### config.mk
export PLATFORM = sky130hd
export DESIGN_NAME = apb_master_bridge_flat
export DESIGN_NICKNAME = d
export VERILOG_FILES = /design/src/rtl/apb_master_pkg.sv /design/src/rtl/apb_master_bridge_if.sv /design/src/rtl/apb_timeout_counter.sv /design/src/rtl/apb_master_bridge.sv /design/src/flat_wrapper.sv
export SDC_FILE = /design/constraint.sdc
export NUM_CORES = 1
export LEC_CHECK = 0
export ABC_AREA = 1
export ABC_CLOCK_PERIOD_IN_PS = 1690
export BUFFER_PORTS_ARGS = -buffer_cell sky130_fd_sc_hd__buf_2
export CORE_MARGIN = 4
export CORE_UTILIZATION = 48
export CTS_CLUSTER_SIZE = 25
export DETAILED_ROUTE_END_ITERATION = 6
export PLACE_DENSITY = 0.82
export SLEW_MARGIN = 5
export SYNTH_ARGS = -nofsm -noshare
export SYNTH_HDL_FRONTEND = slang
export SYNTH_SLANG_ARGS = --single-unit
### constraint.sdc
create_clock -name clk -period 1.69 [get_ports clk]
set_input_delay 0.338 -clock clk [delete_from_list [all_inputs] [get_ports clk]]
set_output_delay 0.338 -clock clk [all_outputs]
set_load 0.03 [all_outputs]
### src/rtl/apb_master_pkg.sv
// Shared definitions for the APB master bridge: FSM state encoding and
// default bus geometry / timeout values used by the interface and the RTL.
package apb_master_pkg;

    localparam int unsigned APB_ADDR_W  = 3;
    localparam int unsigned APB_DATA_W  = 8;
    localparam int unsigned APB_TIMEOUT = 15;

    typedef enum logic [1:0] {
        IDLE   = 2'd0,
        SETUP  = 2'd1,
        ACCESS = 2'd2
    } apb_state_t;

endpackage

### src/rtl/apb_master_bridge_if.sv
// Bundle of the host command/response handshake and the APB bus seen by the
// bridge.
//   master modport : bridge side (takes commands, drives APB, returns rsp)
//   slave modport  : environment side (host + APB slave)
// Signals:
//   cmd_valid/cmd_ready/cmd_write/cmd_addr/cmd_wdata  host command
//   rsp_valid/rsp_rdata/rsp_err/rsp_timeout           registered response
//   psel/penable/pwrite/paddr/pwdata/prdata/pslverr/pready  APB bus
interface apb_master_bridge_if
    import apb_master_pkg::*;
#(
    parameter int unsigned ADDR_W = APB_ADDR_W,
    parameter int unsigned DATA_W = APB_DATA_W
) ();

    logic              cmd_valid;
    logic              cmd_ready;
    logic              cmd_write;
    logic [ADDR_W-1:0] cmd_addr;
    logic [DATA_W-1:0] cmd_wdata;

    logic              rsp_valid;
    logic [DATA_W-1:0] rsp_rdata;
    logic              rsp_err;
    logic              rsp_timeout;

    logic              psel;
    logic              penable;
    logic              pwrite;
    logic [ADDR_W-1:0] paddr;
    logic [DATA_W-1:0] pwdata;
    logic [DATA_W-1:0] prdata;
    logic              pslverr;
    logic              pready;

    modport master (
        input  cmd_valid, cmd_write, cmd_addr, cmd_wdata,
        output cmd_ready,
        output rsp_valid, rsp_rdata, rsp_err, rsp_timeout,
        output psel, penable, pwrite, paddr, pwdata,
        input  prdata, pslverr, pready
    );

    modport slave (
        output cmd_valid, cmd_write, cmd_addr, cmd_wdata,
        input  cmd_ready,
        input  rsp_valid, rsp_rdata, rsp_err, rsp_timeout,
        input  psel, penable, pwrite, paddr, pwdata,
        output prdata, pslverr, pready
    );

endinterface

### src/rtl/apb_timeout_counter.sv
// Saturating wait-state counter for the ACCESS phase.
// Ports:
//   clk, rst  clock / async active-high reset
//   clear     zero the count (transfer start)
//   enable    count one wait cycle
//   last      count == TIMEOUT-1: the current wait edge is the TIMEOUT-th
module apb_timeout_counter
    import apb_master_pkg::*;
#(
    parameter int unsigned TIMEOUT = APB_TIMEOUT
) (
    input  logic clk,
    input  logic rst,
    input  logic clear,
    input  logic enable,
    output logic last
);

    localparam int unsigned CW = $clog2(TIMEOUT + 1);
    localparam logic [CW-1:0] CNT_MAX  = CW'(TIMEOUT);
    localparam logic [CW-1:0] CNT_LAST = CW'(TIMEOUT - 1);

    logic [CW-1:0] count;

    always_ff @(posedge clk or posedge rst) begin
        if (rst) begin
            count <= '0;
        end else if (clear) begin
            count <= '0;
        end else if (enable && (count != CNT_MAX)) begin
            count <= count + 1'b1;
        end
    end

    // Flagging one below TIMEOUT makes the abort coincide with the
    // TIMEOUT-th pready=0 edge rather than one edge later.
    assign last = (count == CNT_LAST);

endmodule

### src/rtl/apb_master_bridge.sv
// APB initiator: turns single valid/ready host commands into APB
// SETUP/ACCESS transfers and returns a one-cycle registered response.
// Ports:
//   clk   system clock (rising edge)
//   rst   asynchronous active-high reset
//   bus   apb_master_bridge_if.master: cmd_*, rsp_*, APB signals
module apb_master_bridge
    import apb_master_pkg::*;
#(
    parameter int unsigned ADDR_W  = APB_ADDR_W,
    parameter int unsigned DATA_W  = APB_DATA_W,
    parameter int unsigned TIMEOUT = APB_TIMEOUT
) (
    input  logic                 clk,
    input  logic                 rst,
    apb_master_bridge_if.master  bus
);

    apb_state_t state;
    apb_state_t next_state;

    logic accept;
    logic done;
    logic abort;
    logic wait_last;

    logic              psel_q;
    logic              penable_q;
    logic              pwrite_q;
    logic [ADDR_W-1:0] paddr_q;
    logic [DATA_W-1:0] pwdata_q;

    logic              rsp_valid_q;
    logic [DATA_W-1:0] rsp_rdata_q;
    logic              rsp_err_q;
    logic              rsp_timeout_q;

    apb_timeout_counter #(
        .TIMEOUT (TIMEOUT)
    ) u_timeout (
        .clk    (clk),
        .rst    (rst),
        .clear  (accept),
        .enable ((state == ACCESS) && !bus.pready),
        .last   (wait_last)
    );

    always_ff @(posedge clk or posedge rst) begin
        if (rst) begin
            state <= IDLE;
        end else begin
            state <= next_state;
        end
    end

    always_comb begin
        next_state = state;
        accept     = 1'b0;
        done       = 1'b0;
        abort      = 1'b0;
        case (state)
            IDLE: begin
                if (bus.cmd_valid) begin
                    accept     = 1'b1;
                    next_state = SETUP;
                end
            end
            SETUP: begin
                next_state = ACCESS;
            end
            ACCESS: begin
                // pready on the final wait edge takes priority over abort
                if (bus.pready) begin
                    done       = 1'b1;
                    next_state = IDLE;
                end else if (wait_last) begin
                    abort      = 1'b1;
                    next_state = IDLE;
                end
            end
            default: begin
                next_state = IDLE;
            end
        endcase
    end

    // APB outputs are registered from the next state so they line up
    // with the state register without any combinational path to the bus.
    always_ff @(posedge clk or posedge rst) begin
        if (rst) begin
            psel_q    <= 1'b0;
            penable_q <= 1'b0;
            pwrite_q  <= 1'b0;
            paddr_q   <= '0;
            pwdata_q  <= '0;
        end else begin
            psel_q    <= (next_state != IDLE);
            penable_q <= (next_state == ACCESS);
            if (accept) begin
                pwrite_q <= bus.cmd_write;
                paddr_q  <= bus.cmd_addr;
                pwdata_q <= bus.cmd_write ? bus.cmd_wdata : '0;
            end else if (done || abort) begin
                pwdata_q <= '0;
            end
        end
    end

    always_ff @(posedge clk or posedge rst) begin
        if (rst) begin
            rsp_valid_q   <= 1'b0;
            rsp_rdata_q   <= '0;
            rsp_err_q     <= 1'b0;
            rsp_timeout_q <= 1'b0;
        end else begin
            rsp_valid_q <= done || abort;
            if (done) begin
                rsp_rdata_q   <= pwrite_q ? '0 : bus.prdata;
                rsp_err_q     <= bus.pslverr;
                rsp_timeout_q <= 1'b0;
            end else if (abort) begin
                rsp_rdata_q   <= '0;
                rsp_err_q     <= 1'b1;
                rsp_timeout_q <= 1'b1;
            end
        end
    end

    assign bus.cmd_ready   = (state == IDLE);
    assign bus.psel        = psel_q;
    assign bus.penable     = penable_q;
    assign bus.pwrite      = pwrite_q;
    assign bus.paddr       = paddr_q;
    assign bus.pwdata      = pwdata_q;
    assign bus.rsp_valid   = rsp_valid_q;
    assign bus.rsp_rdata   = rsp_rdata_q;
    assign bus.rsp_err     = rsp_err_q;
    assign bus.rsp_timeout = rsp_timeout_q;

endmodule

### src/flat_wrapper.sv
// flat-port wrapper written by rule: the top's interface ports become plain ports
module apb_master_bridge_flat import apb_master_pkg::*;
#(
    parameter int unsigned ADDR_W  = APB_ADDR_W,
    parameter int unsigned DATA_W  = APB_DATA_W,
    parameter int unsigned TIMEOUT = APB_TIMEOUT
)
  (clk, rst, bus_cmd_valid, bus_cmd_write, bus_cmd_addr, bus_cmd_wdata, bus_cmd_ready, bus_rsp_valid, bus_rsp_rdata, bus_rsp_err, bus_rsp_timeout, bus_psel, bus_penable, bus_pwrite, bus_paddr, bus_pwdata, bus_prdata, bus_pslverr, bus_pready);
  apb_master_bridge_if #(.ADDR_W(ADDR_W), .DATA_W(DATA_W)) bus_i ();
  input  logic clk;
  input  logic rst;
  input wire logic [$bits(bus_i.cmd_valid)-1:0] bus_cmd_valid;
  input wire logic [$bits(bus_i.cmd_write)-1:0] bus_cmd_write;
  input wire logic [$bits(bus_i.cmd_addr)-1:0] bus_cmd_addr;
  input wire logic [$bits(bus_i.cmd_wdata)-1:0] bus_cmd_wdata;
  output wire logic [$bits(bus_i.cmd_ready)-1:0] bus_cmd_ready;
  output wire logic [$bits(bus_i.rsp_valid)-1:0] bus_rsp_valid;
  output wire logic [$bits(bus_i.rsp_rdata)-1:0] bus_rsp_rdata;
  output wire logic [$bits(bus_i.rsp_err)-1:0] bus_rsp_err;
  output wire logic [$bits(bus_i.rsp_timeout)-1:0] bus_rsp_timeout;
  output wire logic [$bits(bus_i.psel)-1:0] bus_psel;
  output wire logic [$bits(bus_i.penable)-1:0] bus_penable;
  output wire logic [$bits(bus_i.pwrite)-1:0] bus_pwrite;
  output wire logic [$bits(bus_i.paddr)-1:0] bus_paddr;
  output wire logic [$bits(bus_i.pwdata)-1:0] bus_pwdata;
  input wire logic [$bits(bus_i.prdata)-1:0] bus_prdata;
  input wire logic [$bits(bus_i.pslverr)-1:0] bus_pslverr;
  input wire logic [$bits(bus_i.pready)-1:0] bus_pready;
  assign bus_i.cmd_valid = bus_cmd_valid;
  assign bus_i.cmd_write = bus_cmd_write;
  assign bus_i.cmd_addr = bus_cmd_addr;
  assign bus_i.cmd_wdata = bus_cmd_wdata;
  assign bus_cmd_ready = bus_i.cmd_ready;
  assign bus_rsp_valid = bus_i.rsp_valid;
  assign bus_rsp_rdata = bus_i.rsp_rdata;
  assign bus_rsp_err = bus_i.rsp_err;
  assign bus_rsp_timeout = bus_i.rsp_timeout;
  assign bus_psel = bus_i.psel;
  assign bus_penable = bus_i.penable;
  assign bus_pwrite = bus_i.pwrite;
  assign bus_paddr = bus_i.paddr;
  assign bus_pwdata = bus_i.pwdata;
  assign bus_i.prdata = bus_prdata;
  assign bus_i.pslverr = bus_pslverr;
  assign bus_i.pready = bus_pready;
  apb_master_bridge #(.ADDR_W(ADDR_W), .DATA_W(DATA_W), .TIMEOUT(TIMEOUT)) u_core (.clk(clk), .rst(rst), .bus(bus_i));
endmodule
==> impl_metrics.json, run 1 <==
{
  "clock_skew_ns": 0.0105,
  "met1_length_um": 1220,
  "cp-startpoint": "u_core.state[1]$_DFF_PP0_",
  "drtAntennaViolNets": 0,
  "start_util_pct": 52.4,
  "syn_avg_cell_area_um2": 9.03,
  "cts_root_buf": "clkbuf_4",
  "ys_ff_latch": 31,
  "top_layer": "met4",
  "clk_path_buf_depth": 2,
  "crit_chain": "nor2_2 -> buf_2",
  "vias_per_cell": 5.04,
  "ctsHoldBuffers": 0,
  "crit_fanout": 6,
  "portBuffers": 50,
  "cp_top_family": "flip-flops",
  "rows": 18,
  "hp-class": "input port to asynchronous set/reset pin",
  "synthCells": 149,
  "hold_viol": 0,
  "vias": 1185,
  "syn_to_final_growth_pct": 26.4,
  "slew_headroom_pct": 69.3,
  "required_ns": 1.35,
  "drtIter0Drc": 51,
  "tns_ns": 0,
  "synth_top_area_share_pct": 57.7,
  "route.met3.wl_um": 290,
  "end_kind": "primary output",
  "path_buf_inv": 1,
  "ys_seq_area_share_pct": 57.7,
  "grt_pass1_wl_um": 4830,
  "cts_resized": 0,
  "insertion_delay_ns": 0.33,
  "place_area_mm2": 0.00161,
  "fin_crit_ns": 1.46,
  "cpMaxStageDelayCell": "dfrtp_1",
  "finalCritPeriodShare_pct": 86.5,
  "finalMaxSlewViolations": 0,
  "synth_area_mm2": 0.00135,
  "critPathArrivalTime_ns": 1.12,
  "core_mm2": 0.00257,
  "worstSetupPathType": "register to primary output",
  "die_area_mm2": 0.00371,
  "cts_setup_buffers": 0,
  "worstSetupStartpointType": "register",
  "die_h_um": 60.9,
  "boundaryPins": 51,
  "dp_hpwl_um": 2260,
  "ff2ff_setup_slack_ns": 0.25,
  "nets": 231,
  "reg2reg_from": "u_core.u_timeout.count[0]$_DFFE_PP0P_",
  "setup_ws_ns": 0.229,
  "drive_gt1_share_pct": 34.6,
  "status": "complete, no violations",
  "rsz0062_at_grt": "no",
  "diodes": 0,
  "ctsHtreeMaxLevel": 2,
  "firstDrtPassIters": 4,
  "tightest_slew_ns": 0.459,
  "numCtsBuffers": 5,
  "wl_per_cell_um": 12.7,
  "cts_sinks": 31,
  "timing.hold.ws_ns": 0.0526,
  "ir_worst_vdd_uv": 1530,
  "p_leak_nw": 1.00,
  "wl_met2_um": 1440,
  "cts_tree": "done",
  "ys_types": 19,
  "die_x_um": 60.9,
  "finalSetupViolations": 0,
  "first_global_vias": 1151,
  "final_util_pct": 66.2,
  "synth_fp_nets": 176,
  "p_per_area_mw_per_mm2": 1910,
  "place_congestion": 0.824,
  "grt_remaining_overflow": 0,
  "path_clk_slew_ns": 0.10,
  "dp_slack_ns": 0.271,
  "yosys-top-cells-area": "dfrtp_1 (58%), nand2_1 (17%), nand4_1 (4.2%)",
  "fin_area_mm2": 0.00170,
  "cp_slowest_stage_delay_ns": 0.46,
  "antenna_found_initial": 0,
  "wl_um": 2980,
  "ys_warn_count": 0,
  "drc": 0,
  "yosys.area.top_type": "dfrtp_1",
  "max_freq_mhz": 684,
  "grt_start_max_net_pins": 32,
  "max_cap_violations": 0,
  "grt_usage_pct": 17.8
}
worst register-to-register path, delay by kind of cell (launching register included):
family / cells / cell delay (ns)
fa+ha+maj: 1 / 0.19
compound gates: 2 / 0.46
buf+inv: 2 / 0.16
simple gates: 1 / 0.06
flops: 1 / 0.43
stage by stage:
stage | power, mW | cells
CTS | 3.28 | 235
global placement | 2.62 | 227
global route | 3.48 | 235
floorplan | 2.26 | 149
finish | 3.25 | 235
detailed placement | 2.69 | 227
synth_stat cells:
| library cell | number |
|---|---|
| a21oi_1 | 1 |
| buf_4 | 2 |
| buf_6 | 1 |
| dfrtp_1 | 31 |
| ha_1 | 2 |
| inv_1 | 12 |
| inv_2 | 1 |
| nand2_1 | 61 |
| nand2_2 | 4 |
| nand3_1 | 8 |
| nand4_1 | 9 |
| nor2_1 | 3 |
| nor2_2 | 3 |
| nor2_4 | 3 |
| o211ai_1 | 1 |
| o21ai_0 | 2 |
| o21ai_1 | 3 |
| o21ai_2 | 1 |
| xor2_1 | 1 |
where the power goes:
group / switching [mW] / internal (mW) / total [mW]
logic: 1.03 / 0.390 / 1.42
clock network: 0.246 / 0.349 / 0.595
registers: 0.202 / 1.03 / 1.24
sequential cells by signal, summed over array words and instances (netlist names), 2 cells and up:
name                    flops
u_core.bus.pwdata           8
u_core.bus.rsp_rdata        8
u_core.u_timeout.count      4
u_core.bus.paddr            3
u_core.state                2
cell type report:
type / count / area (µm²)
clock buffer: 6 / 51.3
clock inverter: 2 / 35.0
fill: 222 / 867
inverter: 13 / 48.8
multi-input combinational: 102 / 494
sequential: 31 / 776
tap: 30 / 37.5
timing repair buffer: 51 / 258
worst paths after layout:
| check | end | cells past startpoint |
|---|---|---|
| max | bus_cmd_ready | 2 |
| min | u_core.bus.pwrite$_DFFE_PP0P_ | 3 |
| max reg2reg | u_core.bus.rsp_err$_DFFE_PP0P_ | 6 |
| min reg2reg | u_core.bus.rsp_rdata[3]$_DFFE_PP0P_ | 2 |
| max in group asynchronous | u_core.bus.rsp_rdata[7]$_DFFE_PP0P_ | 3 |
| min in group clk | u_core.bus.pwdata[7]$_DFFE_PP0P_ | 3 |
logic make-up (layout without fill, tap and decap cells):
| family | after synthesis | in the layout | share of synthesized area, % |
|---|---|---|---|
| flops | 31 | 31 | 57.7 |
| simple gates | 91 | 91 | 30.8 |
| compound gates | 8 | 8 | 3.44 |
| fa+ha+maj | 2 | 2 | 1.86 |
| buf+inv | 16 | 72 | 5.58 |
| xor+xnor | 1 | 1 | 0.651 |
layer usage:
metal / track usage [%] / up-vias
li1: - / 585
met1: 19.7 / 540
met2: 30.5 / 54
met3: 7.45 / 6
met4: 6.81 / 0
met5: 0 / -
cells in the final DEF (no fill, tap or decap):
cell type	n
clkbuf_8	1
a21oi_1	1
nor2_4	3
nand2_1	61
buf_4	1
o211ai_1	1
inv_1	12
clkbuf_4	5
dfrtp_1	31
o21ai_0	2
nand3_1	8
inv_2	1
o21ai_2	1
nand2_2	4
nor2_1	3
xor2_1	1
buf_2	50
nand4_1	9
clkinv_2	1
ha_1	2
o21ai_1	3
nor2_2	3
bufinv_16	1
Note: power is estimated with default switching activity, not from simulation.
==> inputs of run 2 (changes only) <==
SYNTH_HIERARCHICAL = 1   (was unset)
==> run 2 against run 1 <==
  * Combinational power rose by 9%
  * Global-route usage fell by 0.30 points
  * Sequential power barely moved
  * Count of clock-buffer cells in the layout rose by 2
  * Critical path depth did not move
  * Largest cell class unchanged
  * Critical path type unchanged
==> impl_metrics.json, run 2 <==
{
  "rows": 18,
  "cp_slowest_stage_delay_ns": 0.44,
  "end_kind": "primary output",
  "hp-class": "input port to register",
  "cpMaxStageDelayCell": "dfrtp_1",
  "vias_per_cell": 4.90,
  "p_per_area_mw_per_mm2": 1860,
  "synth_edf_count": 0,
  "boundaryPins": 51,
  "syn_avg_cell_area_um2": 9.15,
  "core_mm2": 0.00259,
  "drc": 0,
  "fin_area_mm2": 0.00174,
  "finalMaxSlewViolations": 0,
  "vias": 1172,
  "synth_area_mm2": 0.00135,
  "ys_seq_area_share_pct": 57.3,
  "path_buf_inv": 1,
  "rsz0062_at_grt": "no",
  "drive_gt1_share_pct": 34.0,
  "antenna_found_initial": 0,
  "crit_chain": "nor2_2 -> buf_2",
  "final_cell_mix": "nand2_1 (54), buf_2 (50), dfrtp_1 (31), nand3_1 (21), inv_1 (16)",
  "synth_fp_nets": 175,
  "die_h_um": 61.1,
  "yosys.area.top_type": "dfrtp_1",
  "grt_use_met3_pct": 6.08,
  "grt_start_max_net_pins": 28,
  "wl_per_cell_um": 12.0,
  "grt_remaining_overflow": 0,
  "diodes": 0,
  "syn_to_final_growth_pct": 28.6,
  "timing.hold.ws_ns": 0.208,
  "cts_root_buf": "clkbuf_4",
  "ys_types": 22,
  "worstSetupPathType": "register to primary output",
  "synthCells": 148,
  "clk_path_buf_depth": 2,
  "wl_um": 2860,
  "crit_fanout": 6,
  "ir_worst_vdd_uv": 1490,
  "cts_sinks": 31,
  "busiest_layer": "met2",
  "cts_resized": 0,
  "tightest_slew_ns": 0.324,
  "cts_tree": "done",
  "start_util_pct": 52.3,
  "place_area_mm2": 0.00163,
  "numCtsBuffers": 5,
  "portBuffers": 50,
  "path_clk_slew_ns": 0.09,
  "hold_viol": 0,
  "finalCritPeriodShare_pct": 90.0,
  "drtIter0Drc": 55,
  "finalSetupViolations": 0,
  "grt_use_met2_pct": 29.8,
  "worstSetupStartpointType": "register",
  "insertion_delay_ns": 0.32,
  "place_congestion": 0.778,
  "die_area_mm2": 0.00373,
  "grt_usage_pct": 17.5,
  "dp_hpwl_um": 2160,
  "ys_ff_latch": 31,
  "die_x_um": 61.1,
  "first_global_vias": 1175,
  "fin_crit_ns": 1.52,
  "status": "complete, no violations",
  "clock_skew_ns": 0.00633,
  "synth_top_area_share_pct": 57.3,
  "async_flop_share_pct": 100,
  "nets": 235,
  "mostFrequentLayoutCell": "nand2_1",
  "slew_headroom_pct": 78.2,
  "final_util_pct": 67.2,
  "synth-main-ff-cell": "dfrtp_1",
  "ys_warn_count": 6,
  "ys_top_cells_by_count": "nand2_1 (54), dfrtp_1 (31), nand3_1 (21), inv_1 (16), o21ai_0 (4)",
  "required_ns": 1.35,
  "grt_pass1_wl_um": 4760,
  "yosys-top-cells-area": "dfrtp_1 (57%), nand2_1 (15%), nand3_1 (7.8%)",
  "use_met1_pct": 19.6,
  "firstDrtPassIters": 4,
  "drtAntennaViolNets": 0,
  "max_cap_violations": 0,
  "critPathArrivalTime_ns": 1.18,
  "tns_ns": 0,
  "cp_top_family": "flip-flops",
  "max_freq_mhz": 658,
  "ctsHtreeMaxLevel": 2,
  "p_leak_nw": 1.05,
  "synth.most_common_cell": "nand2_1"
}
==> run 2: changes by cell type in the layout (fill, tap and decap cells not counted), moves of 3 or more <==
cell	change
nand3_1	+13
nand2_1	-7
inv_1	+4
nand2_2	-3
nand4_1	-7
==> run 2: worst min-delay path: cells and delay by family <==
| kind | cells | cell delay [ns] |
|---|---|---|
| simple gates | 2 | 0.09 |
| buf+inv | 1 | 0.07 |
==> run 2: final cells by class <==
class / instances / area (µm²)
fill: 190 / 850
sequential: 31 / 776
multi-input combinational: 97 / 487
inverter: 18 / 68.8
timing repair buffer: 55 / 303
tap: 30 / 37.5
clock buffer: 8 / 68.8
==> run 2: repair_timing <==
action                                  in CTS  in global routing
hold endpoints to repair                     4                  0
setup buffers                                0                  2
hold buffers                                 1                  0
endpoints found under the setup margin       0                 15
==> run 2: stage by stage <==
| stage | total power [mW] | cells | worst slack [ns] |
|---|---|---|---|
| 2_1_floorplan | 2.32 | 148 | 0.184 |
| 3_3_place_gp | 2.70 | 228 | 0.186 |
| 3_5_place_dp | 2.76 | 228 | 0.0966 |
| 4_1_cts | 3.24 | 237 | 0.0939 |
| 5_1_grt | 3.47 | 239 | 0.100 |
| 6_report | 3.24 | 239 | 0.169 |
==> run 2: per-layer routing <==
layer	wire length, µm	up-vias	share of wire (%)
met4	59	0	2.1
met1	1220	532	43
met3	273	8	9.6
li1	-	584	-
met2	1300	48	45
met5	0	-	0
==> run 2: cell families after synthesis <==
| kind of cell | after synthesis | share of synthesized area (%) |
|---|---|---|
| AO/OA/AOI/OAI | 8 | 4.81 |
| adder cells (fa/ha/maj) | 2 | 1.85 |
| flip-flops | 31 | 57.3 |
| buffers and inverters | 20 | 6.75 |
| XOR/XNOR | 1 | 0.647 |
| AND/OR/NAND/NOR | 86 | 28.6 |
==> run 2: worst paths after layout <==
path,from,endpoint,slack [ns],cells past startpoint
setup / recovery,u_core/state[1]$_DFF_PP0_,bus_cmd_ready,0.17,2
hold / removal,bus_cmd_wdata[4],u_core/bus.pwdata[4]$_DFFE_PP0P_,0.21,3
setup reg to reg,u_core/u_timeout/count[0]$_DFFE_PP0P_,u_core/bus.rsp_rdata[7]$_DFFE_PP0P_,0.19,7
hold reg to reg,u_core/bus.rsp_rdata[5]$_DFFE_PP0P_,u_core/bus.rsp_rdata[5]$_DFFE_PP0P_,0.48,2
max in group asynchronous,rst,u_core/bus.rsp_valid$_DFF_PP0_,0.82,4
min in group asynchronous,rst,u_core/u_timeout/count[1]$_DFFE_PP0P_,0.44,3
==> run 2: where the power goes <==
group	switching, mW	internal [mW]	total [mW]
clock network	0.229	0.244	0.474
registers	0.181	1.03	1.22
logic	1.09	0.460	1.55
